### src/rtl/luma_contrast_stretch.sv
// Per-frame luma contrast stretch: min/max statistics, serial Q8.8 gain divide, 3-stage stretch pipeline (optional LCS_BYPASS_PORT_EN adds stretch_bypass).
// Latency: 3 cycles on post_* outputs; new coefficients become active 18 cycles after a vsync rising edge.
// Backpressure: none (free-running video); a coefficient commit is dropped if pixels arrive while it is pending.
module luma_contrast_stretch #(
    parameter logic [7:0] MIN_RANGE = 8'd16
) (
    input  logic       clk,
    input  logic       rst_n,
    input  logic       pre_frame_vsync,
    input  logic       pre_frame_hsync,
    input  logic       pre_frame_de,
    input  logic [7:0] img_y,
`ifdef LCS_BYPASS_PORT_EN
    input  logic       stretch_bypass,
`endif
    output logic       post_frame_vsync,
    output logic       post_frame_hsync,
    output logic       post_frame_de,
    output logic [7:0] post_img_y,
    output logic       coef_valid
);

    typedef enum logic [1:0] {
        S_IDLE   = 2'd0,
        S_DIV    = 2'd1,
        S_COMMIT = 2'd2
    } state_t;

    state_t      state;
    state_t      state_nxt;

    logic        vsync_d;
    logic        vsync_rise;

    logic [7:0]  cur_min;
    logic [7:0]  cur_max;
    logic [7:0]  stat_min;
    logic [7:0]  stat_max;

    logic [7:0]  div_range;
    logic        div_pass;
    logic [3:0]  div_cnt;
    logic [7:0]  div_rem;
    logic [15:0] div_quo;
    logic [8:0]  rem_shift;
    logic        q_bit;
    logic [7:0]  rem_next;
    logic        de_seen;

    logic        div_step;
    logic        commit_en;

    logic [15:0] gain;
    logic [7:0]  off;
    logic [15:0] gain_new;
    logic [7:0]  off_new;

    logic        byp_in;
    logic [8:0]  diff9;

    logic        vs1, hs1, de1, byp1;
    logic [7:0]  d1, y1;
    logic        vs2, hs2, de2, byp2;
    logic [15:0] p2;
    logic [7:0]  y2;

`ifdef LCS_BYPASS_PORT_EN
    assign byp_in = stretch_bypass;
`else
    assign byp_in = 1'b0;
`endif

    assign vsync_rise = pre_frame_vsync & ~vsync_d;

    // vsync history for rising-edge detection
    always_ff @(posedge clk or negedge rst_n) begin
        if (!rst_n) vsync_d <= 1'b0;
        else        vsync_d <= pre_frame_vsync;
    end

    // running min/max of the current frame, snapshotted at each frame boundary
    always_ff @(posedge clk or negedge rst_n) begin
        if (!rst_n) begin
            cur_min  <= 8'd255;
            cur_max  <= 8'd0;
            stat_min <= 8'd255;
            stat_max <= 8'd0;
        end else if (vsync_rise) begin
            stat_min <= cur_min;
            stat_max <= cur_max;
            cur_min  <= 8'd255;
            cur_max  <= 8'd0;
        end else if (pre_frame_de) begin
            if (img_y < cur_min) cur_min <= img_y;
            if (img_y > cur_max) cur_max <= img_y;
        end
    end

    // FSM state register
    always_ff @(posedge clk or negedge rst_n) begin
        if (!rst_n) state <= S_IDLE;
        else        state <= state_nxt;
    end

    // FSM next state: any vsync edge (re)starts the divide with fresh stats
    always_comb begin
        state_nxt = state;
        unique case (state)
            S_IDLE:   if (vsync_rise) state_nxt = S_DIV;
            S_DIV:    if (vsync_rise) state_nxt = S_DIV;
                      else if (div_cnt == 4'd15) state_nxt = S_COMMIT;
            S_COMMIT: state_nxt = vsync_rise ? S_DIV : S_IDLE;
            default:  state_nxt = S_IDLE;
        endcase
    end

    // FSM outputs: divide enable and guarded coefficient commit
    always_comb begin
        div_step  = 1'b0;
        commit_en = 1'b0;
        if (state == S_DIV && !vsync_rise)
            div_step = 1'b1;
        if (state == S_COMMIT && !vsync_rise && !de_seen && !pre_frame_de)
            commit_en = 1'b1;
    end

    // one restoring-divide step of 65280 / range; quotient bits shift in behind the dividend
    always_comb begin
        div_range = stat_max - stat_min;
        div_pass  = (stat_max < stat_min) || (div_range < MIN_RANGE) || (div_range == 8'd0);
        rem_shift = {div_rem, div_quo[15]};
        q_bit     = (rem_shift >= {1'b0, div_range});
        rem_next  = q_bit ? (rem_shift[7:0] - div_range) : rem_shift[7:0];
        gain_new  = div_pass ? 16'd256 : div_quo;
        off_new   = div_pass ? 8'd0 : stat_min;
    end

    // divider state; pixels seen during the divide poison the pending commit
    always_ff @(posedge clk or negedge rst_n) begin
        if (!rst_n) begin
            div_cnt <= 4'd0;
            div_rem <= 8'd0;
            div_quo <= 16'd0;
            de_seen <= 1'b0;
        end else if (vsync_rise) begin
            div_cnt <= 4'd0;
            div_rem <= 8'd0;
            div_quo <= 16'hFF00;
            de_seen <= 1'b0;
        end else begin
            if (div_step) begin
                div_cnt <= div_cnt + 4'd1;
                div_rem <= rem_next;
                div_quo <= {div_quo[14:0], q_bit};
            end
            if (state != S_IDLE && pre_frame_de)
                de_seen <= 1'b1;
        end
    end

    // active coefficients, reset to passthrough
    always_ff @(posedge clk or negedge rst_n) begin
        if (!rst_n) begin
            gain       <= 16'd256;
            off        <= 8'd0;
            coef_valid <= 1'b0;
        end else begin
            coef_valid <= commit_en;
            if (commit_en) begin
                gain <= gain_new;
                off  <= off_new;
            end
        end
    end

    assign diff9 = {1'b0, img_y} - {1'b0, off};

    // S1: subtract offset with clamp at zero
    always_ff @(posedge clk or negedge rst_n) begin
        if (!rst_n) begin
            {vs1, hs1, de1, byp1} <= 4'b0;
            d1 <= 8'd0;
            y1 <= 8'd0;
        end else begin
            {vs1, hs1, de1, byp1} <= {pre_frame_vsync, pre_frame_hsync, pre_frame_de, byp_in};
            d1 <= diff9[8] ? 8'd0 : diff9[7:0];
            y1 <= img_y;
        end
    end

    // S2: Q8.8 multiply, keep integer part
    always_ff @(posedge clk or negedge rst_n) begin
        if (!rst_n) begin
            {vs2, hs2, de2, byp2} <= 4'b0;
            p2 <= 16'd0;
            y2 <= 8'd0;
        end else begin
            {vs2, hs2, de2, byp2} <= {vs1, hs1, de1, byp1};
            p2 <= 16'((24'(d1) * 24'(gain)) >> 8);
            y2 <= y1;
        end
    end

    // S3: saturate and blank outside active video
    always_ff @(posedge clk or negedge rst_n) begin
        if (!rst_n) begin
            post_frame_vsync <= 1'b0;
            post_frame_hsync <= 1'b0;
            post_frame_de    <= 1'b0;
            post_img_y       <= 8'd0;
        end else begin
            post_frame_vsync <= vs2;
            post_frame_hsync <= hs2;
            post_frame_de    <= de2;
            if (!de2)
                post_img_y <= 8'd0;
            else if (byp2)
                post_img_y <= y2;
            else
                post_img_y <= (p2 > 16'd255) ? 8'd255 : p2[7:0];
        end
    end

endmodule
### config.mk
export PLATFORM = sky130hd
export DESIGN_NAME = luma_contrast_stretch
export DESIGN_NICKNAME = d
export VERILOG_FILES = /design/src/rtl/luma_contrast_stretch.sv
export SDC_FILE = /design/constraint.sdc
export NUM_CORES = 1
export LEC_CHECK = 0
export BUFFER_PORTS_ARGS = -buffer_cell sky130_fd_sc_hd__buf_4
export CORE_MARGIN = 10
export CORE_UTILIZATION = 60
export CTS_CLUSTER_SIZE = 25
export DETAILED_ROUTE_END_ITERATION = 7
export GPL_TIMING_DRIVEN = 0
export PLACE_DENSITY = 0.85
export SYNTH_ARGS = -nofsm -noshare
export SYNTH_HDL_FRONTEND = slang
export SYNTH_SLANG_ARGS = --single-unit
### constraint.sdc
create_clock -name clk -period 5.9 [get_ports clk]
set_clock_uncertainty 0.05 [all_clocks]
set_input_delay 0.885 -clock clk [delete_from_list [all_inputs] [get_ports clk]]
set_output_delay 0.885 -clock clk [all_outputs]
set_load 0.05 [all_outputs]
==> results.sh, run 1 <==
export IMPL_rows=47
export IMPL_async_flop_share_pct=100
export IMPL_switchingPower_mw=1.24
export IMPL_hp_class="in2async"
export IMPL_path_buf_inv=3
export IMPL_avgSynthCellArea_um2=9.55
export IMPL_worstMarginPinSlew_ns=0.530
export IMPL_critPathRequiredTime_ns=6.15
export IMPL_viasPerCell=5.69
export IMPL_cts_tree="built"
export IMPL_post_synth_top_count_cell="inv_1"
export IMPL_finalHoldViolations=0
export IMPL_routedWlPerCell_um=16.7
export IMPL_p_seq_share_pct=32.0
export IMPL_stdcell_area_um2=11400
export IMPL_cp_cell_sequence="clkbuf_1 > and2_1 > fa_1 > fa_1 > fa_1 > inv_1 > fa_1 > inv_1 > ha_1 > a21oi_1 > o21ai_0 > a21oi_1 > a21boi_2 > or4_1 > o311ai_1"
export IMPL_wl_mm=22.7
export IMPL_grtUsageTotal_pct=21.5
export IMPL_crit_path_frequent_cell="fa_1"
export IMPL_synth_edf_count=0
export IMPL_fin_ws_ns=0.582
export IMPL_cts_root_buf="clkbuf_16"
export IMPL_h_tree_depth=4
export IMPL_start_util_pct=61.7
export IMPL_antenna_left=0
export IMPL_worstSetupPathType="reg2reg"
export IMPL_drc_errors=0
export IMPL_status="complete, no violations"
export IMPL_ys_top_cells_by_count="151 x inv_1, 123 x and2_1, 112 x dfrtp_1"
export IMPL_swShare_pct=35.2
export IMPL_worstPathMaxFanout=10
export IMPL_hpwl_mm=16.9
export IMPL_drv_slew=0
export IMPL_die_h_um=151
export IMPL_ctsHoldBuffers=0
export IMPL_post_cts_setup_buffers=0
export IMPL_setup_violations=0
export IMPL_yosysTopAreaCell="dfrtp_1"
export IMPL_yosys_warnings=0
export IMPL_grt_ovfl_total=0
export IMPL_crit_family="adder cells"
export IMPL_vias=7719
export IMPL_drive_above_1_share_pct=8.27
export IMPL_syn_to_final_growth_pct=10.9
export IMPL_powerDensity_nw_per_um2=308
export IMPL_syn_cell_area_um2=10300
export IMPL_pwr_share_comb_pct=35.7
export IMPL_dieArea_um2=22800
export IMPL_tritoncts_num_sinks=129
export IMPL_rsz0062_at_grt="no"
export IMPL_num_io_pins=25
export IMPL_fmax_mhz=188
export IMPL_maxCapViolCount=0
export IMPL_cts_made_buffers=17
export IMPL_yosysUniqueCellTypes=68
export IMPL_clkSlewWorstSetupHoldPaths_ns=0.06
export IMPL_dr_pass1_iters=6
export IMPL_place_congestion=0.916
export IMPL_post_dp_cell_area_um2=10800
export IMPL_hold_ws_ns=0.273
export IMPL_ys_seq_area_share_pct=31.5
export IMPL_crit_path_end_kind="flip-flop"
export IMPL_startpoint_type="flip-flop"
export IMPL_cts_resized=0
export IMPL_ys_seq_elements=129
export IMPL_synthCells=1080
export IMPL_grt_pass1_vias=8325
export IMPL_grt_pass1_wl_mm=39.9
export IMPL_yosysTopAreaCellShare_pct=27.2
export IMPL_yosys_top_cells_area="dfrtp_1 27%, fa_1 17%, ha_1 9.8%"
export IMPL_p_leak_nw=5.76
export IMPL_fin_tns_setup_ns=0
export IMPL_drtIter0Drc=507
export IMPL_core_area_um2=16700
export IMPL_critPathSlowestCell="fa_1"
export IMPL_grt_antenna_before_repair=0
export IMPL_place_ws_ns=0.735
export IMPL_clock_path_buffers=2
export IMPL_grt_start_max_net_pins=102
export IMPL_ir_drop_uv=384
export IMPL_die_w_um=151
export IMPL_nets=1304
export IMPL_arrival_ns=5.57
export IMPL_n_antenna_cell=0
export IMPL_period_needed_ns=5.32
export IMPL_clkLatencyLatePin_ns=0.43
export IMPL_syn_nets=1260
export IMPL_p_int_mw=2.28
export IMPL_relSlewSlack_pct=64.7
export IMPL_synth_ff_type="dfrtp_1"
export IMPL_slowest_delay_ns=0.55
export IMPL_port_buffers=24
export IMPL_pwr_share_clk_pct=32.3
export IMPL_period_share_pct=90.1
[worst register-to-register path: stages, from the launching register on]
cell and delay [ns]:
dfrtp_1 0.51, clkbuf_1 0.42, and2_1 0.22, fa_1 0.45, fa_1 0.52, fa_1 0.55
inv_1 0.05, fa_1 0.53, inv_1 0.04, ha_1 0.39, a21oi_1 0.25, o21ai_0 0.16
a21oi_1 0.29, a21boi_2 0.18, or4_1 0.45, o311ai_1 0.13
[worst paths after layout]
path	start	endpoint	slack, ns	cells past startpoint
hold reg to reg	de1$_DFF_PN0_	de2$_DFF_PN0_	0.30	0
max in group asynchronous	rst_n	gain[8]$_DFFE_PN1P_	4.73	2
setup reg to reg	d1[6]$_DFF_PN0_	p2[8]$_DFF_PN0_	0.58	15
hold / removal	rst_n	de1$_DFF_PN0_	0.27	1
setup / recovery	d1[6]$_DFF_PN0_	p2[8]$_DFF_PN0_	0.58	15
min in group clk	de1$_DFF_PN0_	de2$_DFF_PN0_	0.30	0
[cells in the final DEF, fill, tap and decap left out, types with 4 or more instances in the layout]
cell / instances
mux2i_1: 17
a21oi_1: 43
nand2_1: 98
a21o_1: 4
a31oi_1: 7
buf_4: 23
o21ai_0: 42
nand3_1: 10
o21bai_1: 5
inv_1: 151
nand2b_1: 10
nor2_1: 57
xnor2_1: 17
a31o_1: 24
ha_1: 81
nand4_1: 9
nor2b_1: 11
o21a_1: 23
clkbuf_1: 29
nor4_1: 8
nor3_1: 13
dfstp_2: 17
xor2_1: 9
fa_1: 86
o21ai_1: 4
or3_1: 5
dfrtp_1: 112
inv_6: 6
clkbuf_16: 17
and2_1: 123
o211ai_1: 7
[flip-flops by register name (all words and copies together) (netlist names), 4 cells and up]
name,flops
gain,16
cur_max,8
stat_max,8
d1,8
div_quo,16
off,8
stat_min,8
post_img_y,8
p2,16
cur_min,8
div_cnt,4
div_rem,8
[layer usage]
layer	routed length [um]	track usage, %	vias to the layer above
met3	1010	3.76	50
met1	9280	25.4	3808
met4	541	7.51	0
met5	0	0	-
met2	11900	38.5	236
li1	-	-	3625
[power by group through the flow]
stage,clock [mW],combinational (mW),sequential (mW)
2_1_floorplan,0,0.969,1.11
3_3_place_gp,0,1.17,1.14
3_5_place_dp,0,1.23,1.14
4_1_cts,1.15,1.25,1.12
5_1_grt,1.18,1.42,1.14
6_report,1.14,1.26,1.13
[cell type report]
class	instances	area, um^2
timing repair buffer	25	211
buffer	35	150
fill	1229	5270
inverter	152	571
tap	220	275
multi-input combinational	764	6340
clock buffer	20	467
clock inverter	12	168
sequential	129	3250
[metrics by stage]
| stage | instances | utilization, % | power (mW) |
|---|---|---|---|
| after CTS | 1357 | 68.4 | 3.52 |
| after detailed placement | 1325 | 64.6 | 2.37 |
| after floorplan | 1080 | - | 2.08 |
| after global placement | 1324 | 64.5 | 2.31 |
| final | 1357 | 68.4 | 3.52 |
| after global routing | 1357 | 68.4 | 3.74 |
[cell families (layout without fill, tap and decap cells)]
logic type               after synthesis  after routing  share of synthesized area, %
AO/OA/AOI/OAI                        192            192                          12.8
AND/OR/NAND/NOR                      361            361                          18.2
flip-flops                           129            129                          31.5
multiplexers                          18             18                          1.76
XOR/XNOR                              26             26                          2.21
buffers and inverters                187            244                          6.99
adder cells (fa/ha/maj)              167            167                          26.5
(Power assumes the default switching activity.)
==> inputs of run 2 (changes only) <==
--- a/config.mk
+++ b/config.mk
@@ -12,6 +12,7 @@
 export DETAILED_ROUTE_END_ITERATION = 7
 export GPL_TIMING_DRIVEN = 0
 export PLACE_DENSITY = 0.85
+export RECOVER_POWER = 50
 export SYNTH_ARGS = -nofsm -noshare
 export SYNTH_HDL_FRONTEND = slang
 export SYNTH_SLANG_ARGS = --single-unit
==> run 2 against run 1 <==
Net effect:
- the flow now finishes with violations (capacitance limit, slew limit)
- sequential power hardly changed
- clock power hardly changed
- clock-buffer cell count stayed put
- die area stayed put
- hold slack better by 0.025 ns
- power is 0.22% lower
- maximum frequency hardly changed
- setup slack worse by 0.0016 ns
- critical endpoint unchanged
==> results.sh, run 2 (synthesis results as in run 1) <==
export IMPL_period_share_pct=90.2
export IMPL_hold_ws_ns=0.298
export IMPL_viasPerCell=5.67
export IMPL_crit_family="adder cells"
export IMPL_hpwl_mm=16.9
export IMPL_n_antenna_cell=0
export IMPL_grt_pass1_wl_mm=39.9
export IMPL_worstMarginPinSlew_ns=2.51
export IMPL_critPathSlowestCell="fa_1"
export IMPL_nets=1304
export IMPL_p_leak_nw=5.74
export IMPL_cts_made_buffers=17
export IMPL_cts_root_buf="clkbuf_16"
export IMPL_fmax_mhz=188
export IMPL_ctsHoldBuffers=0
export IMPL_die_h_um=151
export IMPL_multi_input_area_um2=6340
export IMPL_clkSlewWorstSetupHoldPaths_ns=0.06
export IMPL_maxCapViolCount=1
export IMPL_stdcell_area_um2=11400
export IMPL_layout_commonest_cell="inv_1"
export IMPL_cts_resized=0
export IMPL_syn_to_final_growth_pct=10.5
export IMPL_reg_top3="div_quo (16), gain (16), p2 (16)"
export IMPL_routedWlPerCell_um=16.7
export IMPL_drive_above_1_share_pct=8.00
export IMPL_dr_pass1_iters=7
export IMPL_final_cells=1357
export IMPL_drc_errors=0
export IMPL_post_cts_setup_buffers=0
export IMPL_worstSetupPathType="reg2reg"
export IMPL_clkLatencyLatePin_ns=0.43
export IMPL_powerDensity_nw_per_um2=308
export IMPL_critPathRequiredTime_ns=6.16
export IMPL_crit_path_end_kind="flip-flop"
export IMPL_fin_ws_ns=0.581
export IMPL_vias=7691
export IMPL_placed_cells=1325
export IMPL_rows=47
export IMPL_place_congestion=0.916
export IMPL_regArea_um2=3250
export IMPL_wl_mm=22.7
export IMPL_dieArea_um2=22800
export IMPL_reg2reg_slack_ns=0.58
export IMPL_period_needed_ns=5.32
export IMPL_grt_antenna_before_repair=0
export IMPL_clock_path_buffers=2
export IMPL_worstPathMaxFanout=10
export IMPL_finalHoldViolations=0
export IMPL_port_buffers=24
export IMPL_startpoint_type="flip-flop"
export IMPL_cp_cell_sequence="clkbuf_1 > and2_1 > fa_1 > fa_1 > fa_1 > inv_1 > fa_1 > inv_1 > ha_1 > a21oi_1 > o21ai_0 > a21oi_1 > a21boi_2 > or4_1 > o311ai_1"
export IMPL_path_buf_inv=3
export IMPL_place_ws_ns=0.735
export IMPL_power_mw=3.51
export IMPL_core_area_um2=16700
export IMPL_setup_violations=0
export IMPL_drtIter0Drc=562
export IMPL_die_w_um=151
export IMPL_h_tree_depth=4
export IMPL_post_dp_cell_area_um2=10800
export IMPL_violations="capacitance limit, slew limit"
export IMPL_grtUsageTotal_pct=21.5
export IMPL_rsz0062_at_grt="no"
export IMPL_tritoncts_num_sinks=129
export IMPL_slowest_delay_ns=0.55
export IMPL_fin_tns_setup_ns=0
export IMPL_cts_tree="built"
export IMPL_grt_pass1_vias=8325
export IMPL_relSlewSlack_pct=-67.2
export IMPL_num_io_pins=25
export IMPL_antenna_left=0
export IMPL_final_cell_mix="151 x inv_1, 123 x and2_1, 112 x dfrtp_1"
export IMPL_final_util_pct=68.2
export IMPL_arrival_ns=5.58
export IMPL_start_util_pct=61.7
export IMPL_drv_slew=102
export IMPL_ir_drop_uv=379
export IMPL_grt_ovfl_total=0
export IMPL_status="finished, violations left"
export IMPL_hp_class="reg2reg"
export IMPL_n_fill_cell=1236
export IMPL_crit_path_frequent_cell="fa_1"
export IMPL_grt_start_max_net_pins=102
-- run 2: cell types whose count changed in the layout (fill, tap and decap cells not counted), sizes merged --
cell and change:
buf -5, clkbuf +5
-- run 2: worst paths after layout --
path	end	cells past startpoint	start
max	p2[8]$_DFF_PN0_	15	d1[6]$_DFF_PN0_
min	de2$_DFF_PN0_	0	de1$_DFF_PN0_
max reg2reg	p2[8]$_DFF_PN0_	15	d1[6]$_DFF_PN0_
min reg2reg	de2$_DFF_PN0_	0	de1$_DFF_PN0_
max in group asynchronous	gain[11]$_DFFE_PN0P_	2	rst_n
min in group asynchronous	de1$_DFF_PN0_	1	rst_n
-- run 2: per-layer routing --
metal  part of all wire, %  track usage [%]
met3                   3.8             3.76
met4                   2.3             7.51
met1                    41             25.4
met2                    53             38.5
met5                     0                0
-- run 2: where the power goes --
part | total [mW] | internal [mW] | switching (mW)
registers | 1.13 | 1.03 | 0.0965
clock network | 1.14 | 0.708 | 0.427
logic | 1.25 | 0.538 | 0.712
-- run 2: area by class of cell --
class | instances | share of cell area, %
plain buffers | 35 | 1.32
multi-input cells | 764 | 55.6
clock inverters | 12 | 1.47
inverters | 152 | 5.01
well taps | 220 | 2.42
repair buffers | 25 | 1.53
flip-flops and latches | 129 | 28.5
clock buffers | 20 | 4.10
==> inputs of run 3 (changes only) <==
==> constraint.sdc (replaced) <==
create_clock -name clk -period 5.9 [get_ports clk]
set_clock_uncertainty 0.05 [all_clocks]
set_input_delay 0.295 -clock clk [delete_from_list [all_inputs] [get_ports clk]]
set_output_delay 0.295 -clock clk [all_outputs]
set_load 0.05 [all_outputs]
==> run 3 against run 2 <==
Net effect:
- the run still ends with capacitance limit, slew limit left
- via count up 0.92%
- die area unchanged
- critical path type unchanged
- sequential share of layout area down 0.075 points
==> results.sh, run 3 (synthesis results as in run 1) <==
export IMPL_status="finished, violations left"
export IMPL_cts_tree="built"
export IMPL_rows=47
export IMPL_worstPathMaxFanout=10
export IMPL_violations="capacitance limit, slew limit"
export IMPL_dr_pass1_iters=6
export IMPL_final_cell_mix="151 x inv_1, 123 x and2_1, 112 x dfrtp_1"
export IMPL_hp_class="in2reg"
export IMPL_fin_tns_setup_ns=0
export IMPL_finalHoldViolations=0
export IMPL_worstReg2RegEnd="p2[8]$_DFF_PN0_"
export IMPL_holdPathEnd="cur_max[4]$_DFFE_PN0P_"
export IMPL_grtUsageTotal_pct=21.5
export IMPL_cp_startpoint="d1[6]$_DFF_PN0_"
export IMPL_min_from="img_y[4]"
export IMPL_clkLatencyLatePin_ns=0.43
export IMPL_wl_mm=22.8
export IMPL_period_share_pct=90.0
export IMPL_fin_ws_ns=0.589
export IMPL_path_buf_inv=3
export IMPL_powerDensity_nw_per_um2=308
export IMPL_setup_violations=0
export IMPL_dieArea_um2=22800
export IMPL_slowest_delay_ns=0.55
export IMPL_grt_pass1_wl_mm=39.9
export IMPL_layout_commonest_cell="inv_1"
export IMPL_critPathSlowestCell="fa_1"
export IMPL_hold_ws_ns=0.115
export IMPL_relSlewSlack_pct=-67.1
export IMPL_reg2reg_slack_ns=0.59
export IMPL_tritoncts_num_sinks=129
export IMPL_maxCapViolCount=1
export IMPL_drtIter0Drc=501
export IMPL_p_leak_nw=5.76
export IMPL_drv_slew=102
export IMPL_n_antenna_cell=0
export IMPL_fmax_mhz=188
export IMPL_crit_path_frequent_cell="fa_1"
export IMPL_clkSlewWorstSetupHoldPaths_ns=0.06
export IMPL_grt_ovfl_total=0
export IMPL_place_congestion=0.916
export IMPL_hold_depth=3
export IMPL_worstMarginPinSlew_ns=2.51
export IMPL_grt_pass1_vias=8342
export IMPL_cts_made_buffers=17
export IMPL_crit_family="adder cells"
export IMPL_num_io_pins=25
export IMPL_clock_path_buffers=2
export IMPL_cts_root_buf="clkbuf_16"
export IMPL_timing_rr_start="d1[6]$_DFF_PN0_"
export IMPL_ff2ff_path_depth=15
export IMPL_viasPerCell=5.71
export IMPL_core_area_um2=16700
export IMPL_drive_above_1_share_pct=7.98
export IMPL_cts_resized=0
export IMPL_nets=1307
export IMPL_hpwl_mm=16.9
export IMPL_h_tree_depth=4
export IMPL_ir_drop_uv=388
export IMPL_startpoint_type="flip-flop"
export IMPL_place_ws_ns=0.735
export IMPL_antenna_left=0
export IMPL_arrival_ns=5.57
export IMPL_crit_path_end_kind="flip-flop"
export IMPL_start_util_pct=61.7
export IMPL_grt_antenna_before_repair=0
export IMPL_drc_errors=0
export IMPL_critPathRequiredTime_ns=6.16
export IMPL_period_needed_ns=5.31
export IMPL_syn_to_final_growth_pct=10.8
export IMPL_rsz0062_at_grt="no"
export IMPL_worstSetupPathType="reg2reg"
export IMPL_die_h_um=151
export IMPL_grt_start_max_net_pins=102
export IMPL_port_buffers=24
export IMPL_vias=7762
export IMPL_routedWlPerCell_um=16.8
export IMPL_reg_top3="div_quo (16), gain (16), p2 (16)"
export IMPL_cp_cell_sequence="clkbuf_1 > and2_1 > fa_1 > fa_1 > fa_1 > inv_1 > fa_1 > inv_1 > ha_1 > a21oi_1 > o21ai_0 > a21oi_1 > a21boi_2 > or4_1 > o311ai_1"
export IMPL_die_w_um=151
==> run 3: changes by cell type in the layout (fill, tap and decap cells not counted) <==
cell           change
dlygate4sd3_1      +3
==> run 3: how the worst max path moves through the flow <==
stage | end | slack, ns | depth (start not counted)
floorplan | p2[8]$_DFF_PN0_ | 1.42 | 15
global placement | p2[8]$_DFF_PN0_ | 0.78 | 15
detailed placement | p2[8]$_DFF_PN0_ | 0.73 | 15
CTS | p2[8]$_DFF_PN0_ | 0.66 | 15
global route | p2[8]$_DFF_PN0_ | 0.42 | 15
finish | p2[8]$_DFF_PN0_ | 0.59 | 15
==> run 3: cell type report <==
class / instances / area [um^2]
clock inverter: 12 / 168
timing repair buffer: 28 / 204
fill: 1232 / 5280
inverter: 152 / 571
sequential: 129 / 3250
buffer: 35 / 150
multi-input combinational: 764 / 6340
tap: 220 / 275
clock buffer: 20 / 467
==> run 3: metrics by stage <==
step	total power [mW]	area, um^2	util, %	std cells
floorplan	2.08	10300	-	1080
global placement	2.31	10800	64.5	1324
detailed placement	2.37	10800	64.6	1325
CTS	3.52	11500	68.6	1360
global route	3.74	11400	68.4	1360
finish	3.52	11400	68.4	1360
==> run 3: layer usage <==
layer | GRT usage (%) | part of all wire, % | wire length (um) | vias up
met4 | 7.51 | 2.3 | 524 | 0
met1 | 25.5 | 41 | 9280 | 3856
met5 | 0 | 0 | 0 | -
li1 | - | - | - | 3629
met2 | 38.5 | 53 | 12000 | 230
met3 | 3.76 | 4.5 | 1020 | 47
==> run 3: repair_timing <==
item                                   4_1_cts  5_1_grt
setup buffers                                0        0
endpoints found under the hold margin       30        0
hold buffers                                 3        0
==> run 3: where the power goes <==
group | total, mW | leakage [nW] | internal [mW] | switching, mW
logic | 1.26 | 3.83 | 0.540 | 0.719
registers | 1.13 | 1.62 | 1.03 | 0.0970
clock network | 1.14 | 0.309 | 0.708 | 0.427
==> run 3: tightest hold or removal path, cell delays in order <==
cell,delay (ns)
buf_4,0.14
nand2_1,0.05
mux2i_1,0.06
